$ cat src/rtl/sequence_player_pkg.sv
// Shared Genius game definitions: playback FSM encoding and default timing constants.
package sequence_player_pkg;

  localparam int unsigned GAME_ON_CYCLES  = 25_000_000;
  localparam int unsigned GAME_OFF_CYCLES = 12_500_000;
  localparam int unsigned GAME_N_LEDS     = 4;

  typedef enum logic [2:0] {
    ST_IDLE  = 3'd0,
    ST_FETCH = 3'd1,
    ST_ON    = 3'd2,
    ST_OFF   = 3'd3,
    ST_DONE  = 3'd4
  } seq_state_e;

endpackage

$ cat src/rtl/sequence_player_step_timer.sv
// Loadable down-counter that times the LED on and dark phases.
module sequence_player_step_timer #(
  parameter int unsigned TMR_W = 25
) (
  input  logic             clk,
  input  logic             rst,
  input  logic             load,
  input  logic [TMR_W-1:0] value,
  input  logic             enable,
  output logic             zero_c
);

  logic [TMR_W-1:0] count;

  // Load has priority; counting saturates at zero.
  always_ff @(posedge clk or posedge rst) begin
    if (rst) begin
      count <= '0;
    end else if (load) begin
      count <= value;
    end else if (enable && (count != '0)) begin
      count <= count - TMR_W'(1);
    end
  end

  assign zero_c = (count == '0);

endmodule

$ cat src/rtl/sequence_player.sv
// Plays pattern memory entries 0..level on the colour LEDs, each lit for
// on_len cycles followed by an off_len dark gap, then flags end_FPGA.
module sequence_player
  import sequence_player_pkg::*;
#(
  parameter int unsigned ADDR_W     = 4,
  parameter int unsigned N_LEDS     = GAME_N_LEDS,
  parameter int unsigned ON_CYCLES  = GAME_ON_CYCLES,
  parameter int unsigned OFF_CYCLES = GAME_OFF_CYCLES,
  parameter int unsigned TMR_W      = 25
) (
  input  logic              CLOCK,
  input  logic              reset,
  input  logic              start,
  input  logic              abort,
  input  logic [ADDR_W-1:0] level,
  input  logic [1:0]        speed,
  output logic [ADDR_W-1:0] rom_addr,
  input  logic [N_LEDS-1:0] rom_data,
  output logic [N_LEDS-1:0] leds,
  output logic              busy,
  output logic              end_FPGA
);

  seq_state_e        state, state_n;
  logic [ADDR_W-1:0] addr_n;
  logic [N_LEDS-1:0] leds_n;
  logic              busy_n;
  logic              end_n;
  logic              latch;
  logic [ADDR_W-1:0] level_q;
  logic [1:0]        speed_q;

  logic              tmr_load;
  logic [TMR_W-1:0]  tmr_value;
  logic              tmr_en;
  logic              tmr_zero;

  logic [31:0]       on_raw;
  logic [31:0]       off_raw;
  logic [TMR_W-1:0]  on_last;
  logic [TMR_W-1:0]  off_last;

  // Phase lengths scaled by the latched speed, clamped to at least one cycle.
  always_comb begin
    on_raw   = ON_CYCLES >> speed_q;
    off_raw  = OFF_CYCLES >> speed_q;
    on_last  = (on_raw == 32'd0)  ? '0 : TMR_W'(on_raw - 32'd1);
    off_last = (off_raw == 32'd0) ? '0 : TMR_W'(off_raw - 32'd1);
  end

  sequence_player_step_timer #(
    .TMR_W (TMR_W)
  ) u_step_timer (
    .clk    (CLOCK),
    .rst    (reset),
    .load   (tmr_load),
    .value  (tmr_value),
    .enable (tmr_en),
    .zero_c (tmr_zero)
  );

  // State, registered outputs and the level/speed captured at start.
  always_ff @(posedge CLOCK or posedge reset) begin
    if (reset) begin
      state    <= ST_IDLE;
      rom_addr <= '0;
      leds     <= '0;
      busy     <= 1'b0;
      end_FPGA <= 1'b0;
      level_q  <= '0;
      speed_q  <= '0;
    end else begin
      state    <= state_n;
      rom_addr <= addr_n;
      leds     <= leds_n;
      busy     <= busy_n;
      end_FPGA <= end_n;
      if (latch) begin
        level_q <= level;
        speed_q <= speed;
      end
    end
  end

  // Next-state and next-output logic; abort overrides everything.
  always_comb begin
    state_n   = state;
    addr_n    = rom_addr;
    leds_n    = leds;
    busy_n    = busy;
    end_n     = end_FPGA;
    latch     = 1'b0;
    tmr_load  = 1'b0;
    tmr_value = '0;
    tmr_en    = 1'b0;

    if (abort) begin
      state_n = ST_IDLE;
      addr_n  = '0;
      leds_n  = '0;
      busy_n  = 1'b0;
      end_n   = 1'b0;
    end else begin
      case (state)
        ST_IDLE, ST_DONE: begin
          if (start) begin
            state_n = ST_FETCH;
            addr_n  = '0;
            busy_n  = 1'b1;
            end_n   = 1'b0;
            latch   = 1'b1;
          end
        end
        ST_FETCH: begin
          state_n   = ST_ON;
          leds_n    = rom_data;
          tmr_load  = 1'b1;
          tmr_value = on_last;
        end
        ST_ON: begin
          tmr_en = 1'b1;
          if (tmr_zero) begin
            state_n   = ST_OFF;
            leds_n    = '0;
            tmr_load  = 1'b1;
            tmr_value = off_last;
          end
        end
        ST_OFF: begin
          tmr_en = 1'b1;
          if (tmr_zero) begin
            if (rom_addr == level_q) begin
              state_n = ST_DONE;
              busy_n  = 1'b0;
              end_n   = 1'b1;
            end else begin
              state_n = ST_FETCH;
              addr_n  = rom_addr + ADDR_W'(1);
            end
          end
        end
        default: begin
          state_n = ST_IDLE;
          addr_n  = '0;
          leds_n  = '0;
          busy_n  = 1'b0;
          end_n   = 1'b0;
        end
      endcase
    end
  end

endmodule

$ cat config.mk
export PLATFORM = sky130hd
export DESIGN_NAME = sequence_player
export DESIGN_NICKNAME = d
export VERILOG_FILES = /design/src/rtl/sequence_player_pkg.sv /design/src/rtl/sequence_player_step_timer.sv /design/src/rtl/sequence_player.sv
export SDC_FILE = /design/constraint.sdc
export NUM_CORES = 1
export LEC_CHECK = 0
export CAP_MARGIN = 20
export CORE_MARGIN = 2
export CORE_UTILIZATION = 44
export DETAILED_ROUTE_END_ITERATION = 7
export GPL_TIMING_DRIVEN = 0
export PLACE_DENSITY = 0.66
export SLEW_MARGIN = 20
export SYNTH_ARGS = -nofsm -noshare
export SYNTH_HDL_FRONTEND = slang
export SYNTH_HIERARCHICAL = 1
export SYNTH_SLANG_ARGS = --single-unit
export TNS_END_PERCENT = 20
$ cat constraint.sdc
create_clock -name CLOCK -period 2.75 [get_ports CLOCK]
set_input_delay 0.55 -clock CLOCK [delete_from_list [all_inputs] [get_ports CLOCK]]
set_output_delay 0.55 -clock CLOCK [all_outputs]
set_load 0.05 [all_outputs]
==> key figures <==
Power
  – Peak VDD IR: a little over 0.4 mV
  – Reg power frac: 33.5%
  – Clk pwr share: 11.7%
  – Pint: between 1.5 and 2 mW
  – Pwr Density: a little under 1000 nW/um^2
  – Switch share: between 40% and 50%
  – Combinational Power Share: roughly 55%
  – Net Switching: around 1.7 mW
  – LEAKAGE: between 1 and 1.5 nW

Drt
  – Avg Vias per Cell: roughly 6
  – First DRT Iteration DRCs: between 200 and 250
  – Final wirelength: approximately 7500 microns
  – # DRC: 0
  – Antenna viol nets, final: 0
  – WL per Instance: between 15 and 20 microns
  – Via count: between 2000 and 3000
  – DR pass1 iterations: 5

Worst setup path
  – Max stage delay on crit path: slightly below 0.5 ns
  – RR Endpoint: u_step_timer/count[10]
  – Reg2Reg Depth: 10
  – Crit-path cells: nor3_1, nand4_4, nor2_4, o21bai_1, a221oi_2, inv_2, nor2_4, inv_1, clkbuf_4, mux2_2
  – R2r startpoint: u_step_timer/count[21]
  – Setup crit end kind: register
  – Worst-path fanout max: 10
  – Startpoint Class: register
  – Setup CP Type: reg2reg
  – CP top delay family: simple AND/OR/NAND/NOR gates
  – Worst Path Buf+Inv: 3
  – CP Data Required Time: between 2 and 3 ns
  – Most used cell, CP: nor2_4
  – FF-to-FF setup slack: between 0.1 and 0.15 ns
  – CP max-delay cell: nor3_1
  – Data arrival time of the worst path: 2.82 ns

CTS
  – CTS root buf: clkbuf_8
  – Cts hold-fix bufs: 0
  – CTS tree: yes
  – Clock Tree Buf Depth: 2
  – Clk_lat worst skew: 0.31 ns
  – Worst-path clk slew: roughly 0.090 ns
  – CTS H-Tree Depth: 2
  – Cts bufs inserted: 5
  – Clk sink count: 44

Hold path
  – Hold_sp: leds[1]
  – Worst hold path type: reg2reg
  – Hold path endpoint: leds[1]
  – Worst hold path depth: 1

Synth
  – Flops & latches, synth: 44
  – Gate Count Post-Synth: approximately 320
  – Post-synth top flop: dfrtp_1
  – Adder-Cell Fraction of Synth Area: approximately 1.7%
  – Fraction of registers with async set/reset: 100.0%
  – Simple-Gate Fraction of Synth Area: between 20 and 25%
  – Post-synth EDFFs: 0
  – Ranking of synthesized cells by area: dfrtp_1 (37%), mux2_2 (5.2%), xor2_1 (4.4%)
  – Syn nets: 334
  – Post-synth cell types: 65
  – Synthesized area: approximately 3000 sq um
  – Largest family of logic cells by synthesized area: simple AND/OR/NAND/NOR gates
  – Yosys top cell by area: dfrtp_1
  – Yosys warning count: 6
  – Top cell type's share of synthesized area: about 37%
  – XOR/XNOR share of the synthesized area: about 7%
  – Sequential area share after synthesis: a little over a third
  – Syn_area_per_cell: 9.531 sq um
  – Synth Area in Compound Gates: slightly below 20%
  – Mux contribution to synthesized area: between 5 and 6%

Cells and area
  – Nets: about 370
  – FF+latch area: about 1100 sq um
  – Diode count: 0
  – Footprint of the multi-input gates: about 1800 sq um
  – Layout cells sized above 1: 20.22%
  – Area Overhead vs Synth: 17.99%
  – Fillers: around 610

Die
  – Ports: 24
  – Die Wd: ~87 microns
  – Core Rows: 30
  – Die Y: 86.73 microns
  – Die area: approximately 7500 sq um
  – Core Area: roughly 6700 sq um
  – Initial core utilization: around 45%

Timing
  – Clock Skew: 0.01462 ns
  – WHS: just over 0.5 ns
  – Final Critical Period: 2.626 ns
  – Final Cycle Share: 95.49%
  – Setup Viol. Count Final: 0
  – Max-Slew Margin vs Limit: around 37%
  – Fmax: approximately 0.38 GHz
  – PnR worst setup slack: about 0.12 ns
  – Slew @ Worst Pin: between 0.9 and 1 ns
  – Final-report max-slew violation count: 0
  – Fin. Hold Viols: 0

Global route
  – Initial antenna violation count: 0
  – GRT Util Overall: between 20% and 30%
  – Global route overflow: 0
  – Pin count of the biggest net entering global routing: 26
  – Vias in the first global route: 2431
  – First-pass GRT wire length: between 10000 and 15000 microns

Status
  – Status: completed

Job
  – Max-Cap Viols: 0

Placement
  – Buffers on Ports: 23
  – Detailed Place HPWL: ~5300 microns
  – Final GP Congestion: between 0.8 and 0.9
  – Post-place setup slack: -0.6231 ns
through the flow:
step                      instance area, sq um  std cells  power, mW  utilization [%]    TNS, ns
after global placement                    3357        419      2.831            49.96     -10.89
after detailed placement                  3357        419      2.881            49.96     -12.29
after CTS                                 3507        432      3.409            52.20          0
after floorplan                           3027        316      2.442                -          0
final                                     3553        436      3.493            52.89          0
after global routing                      3553        436      3.733            52.89  -0.005194
worst register-to-register path, delay by kind of cell, from the launching register on:
kind | cells | cell delay (ns)
AO/OA/AOI/OAI | 2 | 0.37
buffers and inverters | 3 | 0.42
flip-flops | 1 | 0.43
multiplexers | 1 | 0.31
AND/OR/NAND/NOR | 4 | 0.96
area by class of cell:
| class | count | area share (%) |
|---|---|---|
| buffer | 16 | 2.817 |
| clock buffer | 5 | 1.937 |
| clock inverter | 2 | 0.3521 |
| inverter | 17 | 1.796 |
| multi-input combinational | 239 | 50.63 |
| sequential | 44 | 31.06 |
| tap | 80 | 2.817 |
| timing repair buffer | 33 | 8.592 |
placed cells by master, fill, tap and decap left out, types with 5 or more instances in the layout:
cell type and n:
xor2_1 15, buf_4 12, a21oi_1 13, nor3_1 6, clkbuf_1 5, dfrtp_1 42
nand2_1 29, o21ai_1 11, xnor2_1 9, mux2_2 14, nor2_1 26, o211ai_1 5
clkdlybuf4s50_1 23, nor4_1 5, a211oi_1 6, a31oi_1 5, nand3_1 11, clkbuf_8 5
inv_1 14
flip-flops by register name (all words and copies together), names as in the netlist:
signal,flops
u_step_timer/count,25
end_FPGA,1
busy,1
state,3
rom_addr,4
level_q,4
leds,4
speed_q,2
worst max path at each step:
stage                            from                endpoint  slack (ns)  depth (start not counted)
3_5_place_dp    u_step_timer/count[5]  u_step_timer/count[10]       -0.62                         10
2_1_floorplan   u_step_timer/count[7]  u_step_timer/count[10]        0.04                         10
5_1_grt        u_step_timer/count[21]  u_step_timer/count[10]      -0.005                         10
4_1_cts        u_step_timer/count[14]   u_step_timer/count[7]       0.003                         12
6_report       u_step_timer/count[21]  u_step_timer/count[10]        0.12                         10
3_3_place_gp    u_step_timer/count[5]   u_step_timer/count[9]       -0.56                         10
layer usage:
metal,GRT usage [%],routed length (microns)
met5,0,0
met4,6.108,126
met3,3.524,468
met2,31.75,3385
met1,31.09,3501
Yosys cell counts (4+ instances only):
cell and number:
nor4_1 5, o211ai_1 5, o21ai_0 4, nor2_1 28, inv_1 16, xnor2_1 9, a31oi_1 5, xor2_1 15
clkbuf_1 9, nand2_1 29, a22o_1 4, dfrtp_1 44, nand3_1 11, mux2_2 14, nor3_1 6, nand2b_1 4
a21oi_1 13, a211oi_1 6, o21ai_1 11, ha_1 4
what timing repair did:
action / 4_1_cts / 5_1_grt
endpoints found under the setup margin: 25 / 16
hold endpoints to repair: 0 / 0
pin swaps: 6 / 4
gates resized for setup: 7 / 7
setup buffers: 6 / 4
power groups by stage:
stage               Clock [mW]  Combinational [mW]  Sequential, mW
floorplan                    0                1.28            1.16
global placement             0                1.69            1.14
detailed placement           0                1.73            1.15
CTS                      0.421                1.83            1.16
global route             0.445                2.08            1.21
finish                   0.408                1.92            1.17
logic make-up after synthesis:
family / count (synthesis)
buffers and inverters: 33
muxes: 15
and+or+nand+nor: 117
adders and majority gates: 4
AOI/OAI and AO/OA: 79
DFF: 44
xor gates and xnor gates: 24
(Power assumes the default switching activity.)
